**config.mk**
```make
export PLATFORM = sky130hd
export DESIGN_NAME = issue_pair_ctrl_flat
export DESIGN_NICKNAME = d
export VERILOG_FILES = /design/src/rtl/issue_pair_ctrl_if.sv /design/src/rtl/issue_pair_ctrl.sv /design/src/flat_wrapper.sv
export SDC_FILE = /design/constraint.sdc
export NUM_CORES = 1
export LEC_CHECK = 0
export BUFFER_PORTS_ARGS = -buffer_cell sky130_fd_sc_hd__buf_2
export CAP_MARGIN = 20
export CORE_MARGIN = 2
export CORE_UTILIZATION = 35
export DETAILED_ROUTE_END_ITERATION = 6
export PLACE_DENSITY = 0.68
export SLEW_MARGIN = 40
export SYNTH_ARGS = -nofsm -noshare
export SYNTH_HDL_FRONTEND = slang
export SYNTH_SLANG_ARGS = --single-unit
```
**constraint.sdc**
```tcl
create_clock -name clk -period 4.1 [get_ports clk]
set_input_delay 0.82 -clock clk [delete_from_list [all_inputs] [get_ports clk]]
set_output_delay 0.82 -clock clk [all_outputs]
set_load 0.02 [all_outputs]
```
**src/rtl/issue_pair_ctrl_if.sv**
```systemverilog
// Fetch-to-issue bus for issue_pair_ctrl: the fetched pair and datapath status in,
// the lane instructions and pc-step/hold controls out.
interface issue_pair_ctrl_if;
  logic [31:0] inst_f1;
  logic [31:0] inst_f2;
  logic        redirect;
  logic        stall_in;
  logic [31:0] inst_alp;
  logic [31:0] inst_bta;
  logic        is_plus8;
  logic        bubble_req;

  modport master (
    output inst_f1, inst_f2, redirect, stall_in,
    input  inst_alp, inst_bta, is_plus8, bubble_req
  );

  modport slave (
    input  inst_f1, inst_f2, redirect, stall_in,
    output inst_alp, inst_bta, is_plus8, bubble_req
  );
endinterface

```
**src/rtl/issue_pair_ctrl.sv**
```systemverilog
// Dual-issue pairing and cross-lane load-use controller for the alp/bta core.
// Optional performance counters are enabled by defining ISSUE_PERF_CNT_EN.
module issue_pair_ctrl #(
  parameter logic [31:0] NOP_INST = 32'h0000_0013
) (
  input  logic              clk,
  input  logic              rst,
  issue_pair_ctrl_if.slave  bus
`ifdef ISSUE_PERF_CNT_EN
  ,
  output logic [31:0]       dual_cnt,
  output logic [31:0]       single_cnt,
  output logic [31:0]       bubble_cnt
`endif
);

  localparam int unsigned OPW = 7;
  localparam int unsigned RW  = 5;

  localparam logic [OPW-1:0] OP_LOAD  = 7'b0000011;
  localparam logic [OPW-1:0] OP_STORE = 7'b0100011;
  localparam logic [OPW-1:0] OP_BR    = 7'b1100011;
  localparam logic [OPW-1:0] OP_JAL   = 7'b1101111;
  localparam logic [OPW-1:0] OP_JALR  = 7'b1100111;
  localparam logic [OPW-1:0] OP_LUI   = 7'b0110111;
  localparam logic [OPW-1:0] OP_AUIPC = 7'b0010111;
  localparam logic [OPW-1:0] OP_R     = 7'b0110011;

  typedef enum logic { S_WARM, S_RUN } state_t;
  typedef enum logic [1:0] { D_BUBBLE, D_DUAL, D_SINGLE } dec_t;

  state_t        state;
  dec_t          dec;
  logic          ld_v_a, ld_v_b;
  logic [RW-1:0] ld_rd_a, ld_rd_b;

  function automatic logic rd_rs1(input logic [OPW-1:0] op);
    return !(op == OP_LUI || op == OP_AUIPC || op == OP_JAL);
  endfunction

  function automatic logic rd_rs2(input logic [OPW-1:0] op);
    return (op == OP_R) || (op == OP_STORE) || (op == OP_BR);
  endfunction

  function automatic logic wr_rd(input logic [OPW-1:0] op, input logic [RW-1:0] rd);
    return !(op == OP_STORE || op == OP_BR) && (rd != '0);
  endfunction

  function automatic logic is_ctl(input logic [OPW-1:0] op);
    return (op == OP_BR) || (op == OP_JAL) || (op == OP_JALR);
  endfunction

  function automatic logic is_mem(input logic [OPW-1:0] op);
    return (op == OP_LOAD) || (op == OP_STORE);
  endfunction

  logic [OPW-1:0] op1, op2, op_alp, op_bta;
  logic [RW-1:0]  rd1, rs1_1, rs2_1, rd2, rs1_2, rs2_2, rd_alp, rd_bta;

  assign op1    = bus.inst_f1[6:0];
  assign rd1    = bus.inst_f1[11:7];
  assign rs1_1  = bus.inst_f1[19:15];
  assign rs2_1  = bus.inst_f1[24:20];
  assign op2    = bus.inst_f2[6:0];
  assign rd2    = bus.inst_f2[11:7];
  assign rs1_2  = bus.inst_f2[19:15];
  assign rs2_2  = bus.inst_f2[24:20];
  assign op_alp = bus.inst_alp[6:0];
  assign rd_alp = bus.inst_alp[11:7];
  assign op_bta = bus.inst_bta[6:0];
  assign rd_bta = bus.inst_bta[11:7];

  // Funct/immediate fields play no part in pairing.
  logic unused_fields_c;
  assign unused_fields_c = ^{bus.inst_f1[31:25], bus.inst_f1[14:12],
                             bus.inst_f2[31:25], bus.inst_f2[14:12],
                             bus.inst_alp[31:12], bus.inst_bta[31:12]};

  // Scoreboard match against the loads now sitting in ID.
  logic hit1, hit2, f1_wr, f2_wr, raw12, waw12, pair_ok;

  always_comb begin
    hit1 = (rd_rs1(op1) && ((ld_v_a && rs1_1 == ld_rd_a) || (ld_v_b && rs1_1 == ld_rd_b))) ||
           (rd_rs2(op1) && ((ld_v_a && rs2_1 == ld_rd_a) || (ld_v_b && rs2_1 == ld_rd_b)));
    hit2 = (rd_rs1(op2) && ((ld_v_a && rs1_2 == ld_rd_a) || (ld_v_b && rs1_2 == ld_rd_b))) ||
           (rd_rs2(op2) && ((ld_v_a && rs2_2 == ld_rd_a) || (ld_v_b && rs2_2 == ld_rd_b)));
    f1_wr   = wr_rd(op1, rd1);
    f2_wr   = wr_rd(op2, rd2);
    raw12   = f1_wr && ((rd_rs1(op2) && rs1_2 == rd1) || (rd_rs2(op2) && rs2_2 == rd1));
    waw12   = f1_wr && f2_wr && (rd1 == rd2);
    pair_ok = !is_ctl(op1) && !is_ctl(op2) && !(is_mem(op1) && is_mem(op2)) &&
              !raw12 && !waw12 && !hit2;
  end

  // Zero-latency decision: pc_next depends on is_plus8 in the same cycle.
  always_comb begin
    dec            = D_SINGLE;
    bus.inst_alp   = NOP_INST;
    bus.inst_bta   = NOP_INST;
    bus.is_plus8   = 1'b0;
    bus.bubble_req = 1'b0;
    if (state == S_WARM || hit1) begin
      dec            = D_BUBBLE;
      bus.bubble_req = 1'b1;
    end else if (pair_ok) begin
      dec          = D_DUAL;
      bus.inst_alp = bus.inst_f1;
      bus.inst_bta = bus.inst_f2;
      bus.is_plus8 = 1'b1;
    end else begin
      bus.inst_alp = bus.inst_f1;
    end
  end

  // Warm-up state and load scoreboard for the pair entering ID.
  always_ff @(posedge clk or negedge rst) begin
    if (!rst) begin
      state   <= S_WARM;
      ld_v_a  <= 1'b0;
      ld_rd_a <= '0;
      ld_v_b  <= 1'b0;
      ld_rd_b <= '0;
    end else begin
      state <= S_RUN;
      if (bus.redirect) begin
        ld_v_a <= 1'b0;
        ld_v_b <= 1'b0;
      end else if (!bus.stall_in) begin
        ld_v_a  <= (op_alp == OP_LOAD) && (rd_alp != '0);
        ld_rd_a <= rd_alp;
        ld_v_b  <= (op_bta == OP_LOAD) && (rd_bta != '0);
        ld_rd_b <= rd_bta;
      end
    end
  end

`ifdef ISSUE_PERF_CNT_EN
  // Issue-mix counters; stalled cycles repeat a decision and are not counted.
  always_ff @(posedge clk or negedge rst) begin
    if (!rst) begin
      dual_cnt   <= '0;
      single_cnt <= '0;
      bubble_cnt <= '0;
    end else if (!bus.stall_in) begin
      case (dec)
        D_DUAL:   dual_cnt   <= dual_cnt + 32'd1;
        D_SINGLE: single_cnt <= single_cnt + 32'd1;
        default:  bubble_cnt <= bubble_cnt + 32'd1;
      endcase
    end
  end
`endif

endmodule

```
**src/flat_wrapper.sv**
```systemverilog
// flat-port wrapper written by rule: the top's interface ports become plain ports
module issue_pair_ctrl_flat 
#(
  parameter logic [31:0] NOP_INST = 32'h0000_0013
)
  (clk, rst, bus_inst_f1, bus_inst_f2, bus_redirect, bus_stall_in, bus_inst_alp, bus_inst_bta, bus_is_plus8, bus_bubble_req);
  issue_pair_ctrl_if bus_i ();
  input  logic clk;
  input  logic rst;
  input wire logic [$bits(bus_i.inst_f1)-1:0] bus_inst_f1;
  input wire logic [$bits(bus_i.inst_f2)-1:0] bus_inst_f2;
  input wire logic [$bits(bus_i.redirect)-1:0] bus_redirect;
  input wire logic [$bits(bus_i.stall_in)-1:0] bus_stall_in;
  output wire logic [$bits(bus_i.inst_alp)-1:0] bus_inst_alp;
  output wire logic [$bits(bus_i.inst_bta)-1:0] bus_inst_bta;
  output wire logic [$bits(bus_i.is_plus8)-1:0] bus_is_plus8;
  output wire logic [$bits(bus_i.bubble_req)-1:0] bus_bubble_req;
  assign bus_i.inst_f1 = bus_inst_f1;
  assign bus_i.inst_f2 = bus_inst_f2;
  assign bus_i.redirect = bus_redirect;
  assign bus_i.stall_in = bus_stall_in;
  assign bus_inst_alp = bus_i.inst_alp;
  assign bus_inst_bta = bus_i.inst_bta;
  assign bus_is_plus8 = bus_i.is_plus8;
  assign bus_bubble_req = bus_i.bubble_req;
  issue_pair_ctrl #(.NOP_INST(NOP_INST)) u_core (.clk(clk), .rst(rst), .bus(bus_i));
endmodule
```
==> impl_metrics.ini, run 1 <==
[run_status]
status = complete, no violations

[grt]
gr-usage-met2_pct = 31.71
grt_pass1_wl_um = 9315
antenna_found_initial = 0
grt_overflow = 0
grt_max_degree = 42
grt_usage_pct = 17.78
top_usage_layer = met2
met3_usage_pct = 2.747
met1_usage_pct = 22.60
grt_pass1_vias = 2001

[sta]
setup_slack_ns = 0.2465
grt_setup_unrepaired = no
skew_ns = 0.001069
slew_violations = 0
finalHoldViolCount = 0
tns_ns = 0
setup_viol = 0
finalCritPeriodShare_pct = 93.99
fmax_mhz = 259.5
min_period_ns = 3.853

[floorplan]
coreArea_sq_mm = 0.005886
start_util_pct = 36.03
die-height_um = 81.84
row_count = 28
dieWidth_um = 81.84
die_area_sq_mm = 0.006698
pin_count = 134

[yosys]
seq_area_frac_synth_pct = 15.34
netlist_instances = 284
synth_edf_count = 0
synth_cell_type_count = 42
ys_seq_elements = 13
synthXorXnorAreaFrac_pct = 22.71
muxShareOfSynthArea_pct = 0
yosys.area_share.adder_pct = 0
syn_nets = 352
synth_top_family_by_area = simple AND/OR/NAND/NOR gates
synthTopCellsByCount = xor2_1 (36), inv_1 (35), nor3_1 (28), and2_1 (24)
synth-compound-area-share_pct = 10.38
yosysMostFrequentCell = xor2_1
ys_async_sr_fraction_pct = 100.0
synth-simple-area-share_pct = 35.28
yosysTopAreaCellShare_pct = 15.34
synth_warnings = 0
synthTopCellsByArea = dfrtp_1 (15%), xor2_1 (15%), xnor2_1 (7.8%), and2_1 (7.1%), nor3_1 (6.6%)
synth_area_sq_mm = 0.002121
synth_top_cell_by_area = dfrtp_1
synthFlopType = dfrtp_1
avgSynthCellArea_sq_um = 7.468

[clock_network]
clk_latency_ns = 0.24
htreeDepth = 1
clkSinkCount = 13
holdBufCountCts = 0
post_cts_buffers = 0
ctsLongestPathBuffers = 2
ctsResizeCount = 0
cts_root_buf = clkbuf_8
cts_tree = yes
cts_made_buffers = 3
clk_pin_slew_worst_paths_ns = 0.05

[placement]
gp_congestion = 0.8774
dp_slack_ns = 0.2283
hpwlAfterDp_um = 5299
port-buffer-count = 133

[power]
powerDensity_mw_per_mm2 = 208.6
power.leakage_nw = 1.484
vdd_drop_max_mv = 0.1932

[layout]
fill_cells = 625
multi_input_area_sq_mm = 0.001454
nets = 469
layout-drive-gt1-share_pct = 38.50
seq_area_sq_um = 325.3
area_growth_pct = 29.85
diodes = 0

[critical_path]
critPathBufInv = 3
critPathMaxStageDelay_ns = 0.57
critPathArrivalTime_ns = 3.03
crit_fanout = 20
reg2reg_depth = 7
path_class = in -> out
critPathLaunchType = input port
crit_slowest_cell = or4bb_1
worst_setup_path_end_kind = primary output
cp_top_family = simple AND/OR/NAND/NOR gates
r2r_start = u_core.ld_rd_b[3]
reg2reg_to = u_core.ld_v_b
path_cells = buf_2 > or4bb_1 > o22ai_2 > nor4_1 > a22oi_1 > nand4b_1 > buf_4 > nor3_1 > buf_2
cp_data_required_time_ns = 3.28
path_common_cell = buf_2
r2r_slack_ns = 1.88

[detailed_routing]
ant_nets = 0
wirelength_um = 6408
wl_per_cell_um = 13.49
vias = 2305
firstDrtPassIters = 4
drt_iter0_markers = 105
vias_per_cell = 4.853
drcViolationCount = 0

[min_path]
min_path_type = in -> async

[job]
maxCapViolations = 0
## metal layers
layer / part of all wire [%] / up-vias
met5: 0 / -
met4: 1.0 / 0
met3: 5.7 / 8
met2: 50 / 71
met1: 43 / 1050
li1: - / 1176
## logic make-up (layout without fill, tap and decap cells)
| group | after synthesis | in the layout |
|---|---|---|
| flops | 13 | 13 |
| xor+xnor | 55 | 55 |
| compound gates | 25 | 25 |
| other cells | 1 | 1 |
| buf+inv | 60 | 176 |
| simple gates | 130 | 130 |
## stage by stage
| stage | power [W] | area, sq um | cells | util (%) | hold WS, ns |
|---|---|---|---|---|---|
| after CTS | 0.0005791 | 2754 | 475 | 46.79 | 0.4627 |
| after global placement | 0.0004582 | 2709 | 471 | 46.02 | 0.5899 |
| after floorplan | 0.0003678 | 2121 | 284 | - | 0.5244 |
| after detailed placement | 0.0004655 | 2709 | 471 | 46.02 | 0.6078 |
| after global routing | 0.0006160 | 2754 | 475 | 46.79 | 0.4714 |
| final | 0.0005744 | 2754 | 475 | 46.79 | 0.4593 |
## layout by cell type, fill, tap and decap left out, types with 9 or more instances in the layout
master and n:
inv_1 35, buf_2 133, nor3_1 28, o21ai_0 9, dfrtp_1 13, nand3_1 10
nand2_1 19, xnor2_1 19, xor2_1 36, nor4_1 11, and2_1 24
## sequential cells by signal, summed over array words and instances, names as in the netlist
signal	cells
u_core.ld_rd_a	5
u_core.ld_rd_b	5
u_core.ld_v_a	1
u_core.ld_v_b	1
u_core.state	1
## layout make-up
| class | count | share of cell area [%] |
|---|---|---|
| Clock buffer | 4 | 1.636 |
| Inverter | 36 | 5.361 |
| Multi-Input combinational cell | 211 | 52.79 |
| Sequential cell | 13 | 11.81 |
| Tap cell | 75 | 3.408 |
| Timing Repair Buffer | 136 | 24.99 |
## power by group
part / internal [W] / total (W) / switching, W / leakage [nW]
clock: 0.0000686 / 0.000113 / 0.0000445 / 0.0228
sequential: 0.000139 / 0.000168 / 0.0000292 / 0.171
combinational: 0.000122 / 0.000293 / 0.000171 / 1.29
## worst max-delay path by stage
stage                    start                to  slack (ns)  depth (start not counted)
2_1_floorplan   bus_inst_f1[2]  bus_inst_bta[11]        0.57                          8
3_3_place_gp    bus_inst_f1[2]   bus_inst_bta[9]        0.34                          9
3_5_place_dp    bus_inst_f1[2]  bus_inst_bta[24]        0.23                          9
4_1_cts         bus_inst_f1[2]  bus_inst_bta[24]        0.21                          9
5_1_grt        bus_inst_f1[10]  bus_inst_bta[25]        0.09                          9
6_report        bus_inst_f1[2]  bus_inst_bta[24]        0.25                          9
No activity file was read; power rests on OpenSTA's default activity.
==> run 2, diff against run 1 <==
ABC_AREA = 1   (was unset)
PLACE_DENSITY = 0.67   (was 0.68)
==> run 2 against run 1 <==
Against the previous run: sequential share of layout area down 0.86 points; critical path depth increased by 5; total power up 1.9%; flip-flop and latch count is the same; non-clock buffer count down 2; critical path type unchanged; critical endpoint is now bus_inst_bta[25]; largest power group unchanged.
==> impl_metrics.ini, run 2 <==
[layout]
design_area_sq_mm = 0.002969
top_regs = u_core.ld_rd_a (5), u_core.ld_rd_b (5)
diodes = 0
layout-drive-gt1-share_pct = 26.75
nets = 656
final_util_pct = 47.30
multi_input_area_sq_mm = 0.001528
seq_area_sq_um = 325.3
final_cell_mix = nand2_1 (175), buf_2 (133), nor2_1 (104)
area_growth_pct = 32.42
final_common_cell = nand2_1
fill_cells = 724

[critical_path]
critPathBufInv = 6
path_common_cell = nand2_1
worst_setup_path_end_kind = primary output
critPathArrivalTime_ns = 2.77
crit_fanout = 29
critPathLaunchType = input port
crit_slowest_cell = nor2_2
cp_top_family = buffers and inverters
path_class = in -> out
path_cells = buf_2 > inv_2 > nand2_1 > nor2_1 > nand3_1 > nand2_1 > inv_1 > nand2_1 > nand2_1 > nor2_2 > inv_2 > buf_12 > nor2_1 > buf_2
critPathMaxStageDelay_ns = 0.37
cp_data_required_time_ns = 3.28

[yosys]
ys_async_sr_fraction_pct = 100.0
netlist_instances = 461
synthTopCellsByArea = nand2_1 (29%), nor2_1 (17%), dfrtp_1 (15%), inv_1 (11%), nand3_1 (4.7%)
avgSynthCellArea_sq_um = 4.864
synth_area_sq_mm = 0.002242
syn_nets = 529
yosysMostFrequentCell = nand2_1
ys_seq_elements = 13
synth_edf_count = 0
yosysTopAreaCellShare_pct = 29.30
synthTopCellsByCount = nand2_1 (175), nor2_1 (104), inv_1 (65), nand3_1 (21), dfrtp_1 (13)
synth_top_cell_by_area = nand2_1
synthFlopType = dfrtp_1
synth_cell_type_count = 29
synth_warnings = 0
seq_area_frac_synth_pct = 14.51

[clock_network]
htreeDepth = 1
clk_pin_slew_worst_paths_ns = 0.05
clkSinkCount = 13
ctsLongestPathBuffers = 2
post_cts_buffers = 0
cts_tree = yes
holdBufCountCts = 0
ctsResizeCount = 0
clk_latency_ns = 0.24
cts_made_buffers = 3
cts_root_buf = clkbuf_8

[placement]
port-buffer-count = 133
hpwlAfterDp_um = 6488
gp_congestion = 0.9485
postPlaceCellArea_sq_mm = 0.002924

[detailed_routing]
vias = 3173
vias_per_cell = 4.779
firstDrtPassIters = 5
drt_iter0_markers = 212
ant_nets = 0
drcViolationCount = 0
wl_per_cell_um = 11.68
wirelength_um = 7757

[sta]
grt_setup_unrepaired = no
min_period_ns = 3.589
worst_pin_slew_ns = 0.5536
skew_ns = 0.0008742
finalCritPeriodShare_pct = 87.53
tns_ns = 0
fmax_mhz = 278.6
slew_violations = 0
setup_viol = 0
whs_ns = 0.4588
max_slew_margin_pct = 63.04
finalHoldViolCount = 0

[power]
power_w = 0.0005856
power.leakage_nw = 1.978
powerDensity_mw_per_mm2 = 197.2
seq_power_share_pct = 27.9
vdd_drop_max_mv = 0.09778
switching_share_pct = 46.06
p_comb_share_pct = 52.8
clock_power_share_pct = 19.3
p_sw_w = 0.0002697
p_int_w = 0.0003159

[floorplan]
die-height_um = 84.04
dieWidth_um = 84.04
pin_count = 134
die_area_sq_mm = 0.007063
start_util_pct = 35.72
coreArea_sq_mm = 0.006277
row_count = 29

[run_status]
status = complete, no violations

[grt]
grt_max_degree = 36
grt_pass1_vias = 2863
grt_overflow = 0
antenna_found_initial = 0
grt_usage_pct = 21.10
grt_pass1_wl_um = 12560

[job]
maxCapViolations = 0

[min_path]
min_path_type = in -> async
run 2: cell count changes in the layout (fill, tap and decap cells not counted), moves of 9 or more:
cell | before | now
nand3_1 | 10 | 21
inv_1 | 35 | 65
nor3_1 | 28 | 7
and2_1 | 24 | 0
xor2_1 | 36 | 4
nand2_1 | 19 | 175
inv_2 | 0 | 12
xnor2_1 | 19 | 2
nor4_1 | 11 | 1
nor2_1 | 5 | 104
o21ai_1 | 0 | 9
run 2: final timing paths:
check	from	endpoint	slack, ns	cells past startpoint
setup / recovery	bus_inst_f1[3]	bus_inst_bta[25]	0.51	14
hold / removal	rst	u_core.ld_rd_a[4]	0.46	1
setup reg to reg	u_core.ld_rd_b[2]	u_core.ld_v_b	2.19	11
hold reg to reg	u_core.ld_v_b	u_core.ld_v_b	0.62	2
max in group asynchronous	rst	u_core.ld_rd_b[4]	3.41	1
min in group clk	u_core.ld_v_b	u_core.ld_v_b	0.62	2
run 2: power groups by stage:
stage / registers [W] / clock network [W] / logic (W)
after detailed placement: 0.000165 / 0 / 0.000310
after CTS: 0.000163 / 0.000113 / 0.000311
after global routing: 0.000165 / 0.000120 / 0.000346
after floorplan: 0.000155 / 0 / 0.000202
final: 0.000163 / 0.000113 / 0.000309
after global placement: 0.000165 / 0 / 0.000305
run 2: per-stage QoR:
step / instances / setup slack, ns
global placement: 660 / 0.5765
finish: 664 / 0.5111
global route: 664 / 0.2482
detailed placement: 660 / 0.4983
CTS: 664 / 0.4925
floorplan: 461 / 1.103
run 2: area by class of cell:
cell class | instances | share of cell area (%)
flip-flops and latches | 13 | 10.96
repair buffers | 134 | 23.09
well taps | 77 | 3.245
inverters | 77 | 9.734
multi-input cells | 359 | 51.45
clock buffers | 4 | 1.517
run 2: cells by family after synthesis:
group / synth area share, %
buffers and inverters: 17.35
other: 0.1673
AO/OA/AOI/OAI: 6.473
XOR/XNOR: 2.344
AND/OR/NAND/NOR: 59.15
flip-flops: 14.51
run 2: layer usage:
| metal | wire length (um) | share of wire (%) | up-vias | track usage [%] |
|---|---|---|---|---|
| met4 | 60 | 0.77 | 0 | 4.252 |
| met1 | 3259 | 42 | 1378 | 27.31 |
| met3 | 662 | 8.5 | 8 | 1.583 |
| met5 | 0 | 0 | - | 0 |
| li1 | - | - | 1633 | - |
| met2 | 3774 | 49 | 154 | 38.17 |
==> run 3, diff against run 2 <==
clock period = 4.2 ns   (was 4.1 ns; I/O delays follow)
==> run 3 against run 2 <==
Against the previous run: global-route usage is 0.77 points higher; sequential share of layout area hardly changed; clock power hardly changed; total power is 2.1% lower; largest cell class unchanged.
==> impl_metrics.ini, run 3 (synthesis results as in run 2) <==
[run_status]
status = complete, no violations

[critical_path]
crit_fanout = 38
cp_data_required_time_ns = 3.36
r2r_start = u_core.ld_rd_a[0]
reg2reg_depth = 11
cp_top_family = simple AND/OR/NAND/NOR gates
r2r_slack_ns = 2.28
critPathBufInv = 4
path_class = in -> out
critPathLaunchType = input port
path_cells = buf_2 > inv_1 > nand2_1 > o21ai_0 > nor2_1 > nand3_1 > nand2_1 > nand2_1 > nand2_1 > nor2_2 > inv_2 > nor3_2 > nand2_1 > buf_2
worst_setup_path_end_kind = primary output
critPathMaxStageDelay_ns = 0.39
path_common_cell = nand2_1
crit_slowest_cell = inv_2
worstSetupStartpoint = bus_inst_f1[15]
critPathArrivalTime_ns = 2.86
reg2reg_to = u_core.ld_rd_b[4]

[floorplan]
die_area_sq_mm = 0.007063
start_util_pct = 35.72
dieWidth_um = 84.04
coreArea_sq_mm = 0.006277
pin_count = 134
row_count = 29
die-height_um = 84.04

[clock_network]
cts_made_buffers = 3
clk_latency_ns = 0.24
holdBufCountCts = 0
cts_tree = yes
ctsLongestPathBuffers = 2
ctsResizeCount = 0
clk_pin_slew_worst_paths_ns = 0.06
htreeDepth = 1
clkSinkCount = 13
post_cts_buffers = 0
cts_root_buf = clkbuf_8

[detailed_routing]
firstDrtPassIters = 4
drt_iter0_markers = 190
drcViolationCount = 0
vias_per_cell = 4.737
vias = 3155
wirelength_um = 7946
ant_nets = 0
wl_per_cell_um = 11.93

[placement]
postPlaceCellArea_sq_mm = 0.002927
gp_congestion = 0.9446
hpwlAfterDp_um = 6513
dp_slack_ns = 0.5214
port-buffer-count = 133

[grt]
antenna_found_initial = 0
grt_overflow = 0
grt_pass1_vias = 2811
grt_max_degree = 39
grt_pass1_wl_um = 12900
grt_usage_pct = 21.87

[sta]
worst_pin_slew_ns = 0.6396
max_slew_margin_pct = 57.30
setup_slack_ns = 0.4967
min_period_ns = 3.703
fmax_mhz = 270.0
finalHoldViolCount = 0
slew_violations = 0
grt_setup_unrepaired = no
skew_ns = 0.002899
tns_ns = 0
setup_viol = 0
finalCritPeriodShare_pct = 88.17

[layout]
top_regs = u_core.ld_rd_a (5), u_core.ld_rd_b (5)
final_cell_mix = nand2_1 (175), buf_2 (133), nor2_1 (104)
diodes = 0
final_common_cell = nand2_1
design_area_sq_mm = 0.002972
nets = 658
area_growth_pct = 32.53
layout-drive-gt1-share_pct = 26.99

[job]
maxCapViolations = 0

[power]
vdd_drop_max_mv = 0.09422
power.leakage_nw = 1.983
powerDensity_mw_per_mm2 = 192.9

[min_path]
min_path_type = in -> async
run 3: changes by cell type in the layout (fill, tap and decap cells not counted):
cell    delta
buf_4      +3
buf_12     -1
run 3: how the worst max path moves through the flow:
stage | cells past startpoint | slack (ns) | endpoint
2_1_floorplan | 9 | 1.16 | bus_inst_bta[0]
3_3_place_gp | 14 | 0.59 | bus_inst_bta[1]
3_5_place_dp | 14 | 0.52 | bus_inst_bta[1]
4_1_cts | 14 | 0.50 | bus_inst_bta[1]
5_1_grt | 14 | 0.21 | bus_inst_alp[20]
6_report | 14 | 0.50 | bus_inst_bta[1]
run 3: per-layer routing:
| layer | part of all wire [%] | up-vias | wire length, um | GRT usage [%] |
|---|---|---|---|---|
| met1 | 45 | 1384 | 3565 | 28.61 |
| met3 | 6.8 | 6 | 540 | 2.275 |
| met2 | 47 | 124 | 3743 | 37.95 |
| met5 | 0 | - | 0 | 0 |
| li1 | - | 1641 | - | - |
| met4 | 1.2 | 0 | 97 | 6.012 |
run 3: stage by stage:
step	total power, W	hold slack [ns]	util, %	std cells
CTS	0.0005738	0.4882	47.34	666
global placement	0.0004604	0.6146	46.62	662
finish	0.0005733	0.4801	47.34	666
detailed placement	0.0004633	0.6173	46.62	662
floorplan	0.0003484	0.5251	-	461
global route	0.0006162	0.5058	47.34	666
run 3: layout make-up:
| type | instances | area, sq um |
|---|---|---|
| fill | 730 | 3306 |
| multi-input combinational | 359 | 1528 |
| timing repair buffer | 136 | 688.2 |
| sequential | 13 | 325.3 |
| inverter | 77 | 289.0 |
| tap | 77 | 96.34 |
| clock buffer | 4 | 45.04 |
run 3: worst reg2reg max path, delay by kind of cell (launching register included):
family | cells | cell delay (ns)
DFF | 1 | 0.45
AOI/OAI and AO/OA | 1 | 0.07
buffers and inverters | 1 | 0.17
and+or+nand+nor | 9 | 1.18
run 3: power by group:
part	internal, W	total [W]	switching (W)	leakage [nW]
logic	0.000105	0.000302	0.000197	1.79
clock network	0.0000669	0.000111	0.0000436	0.0228
registers	0.000136	0.000160	0.0000244	0.171
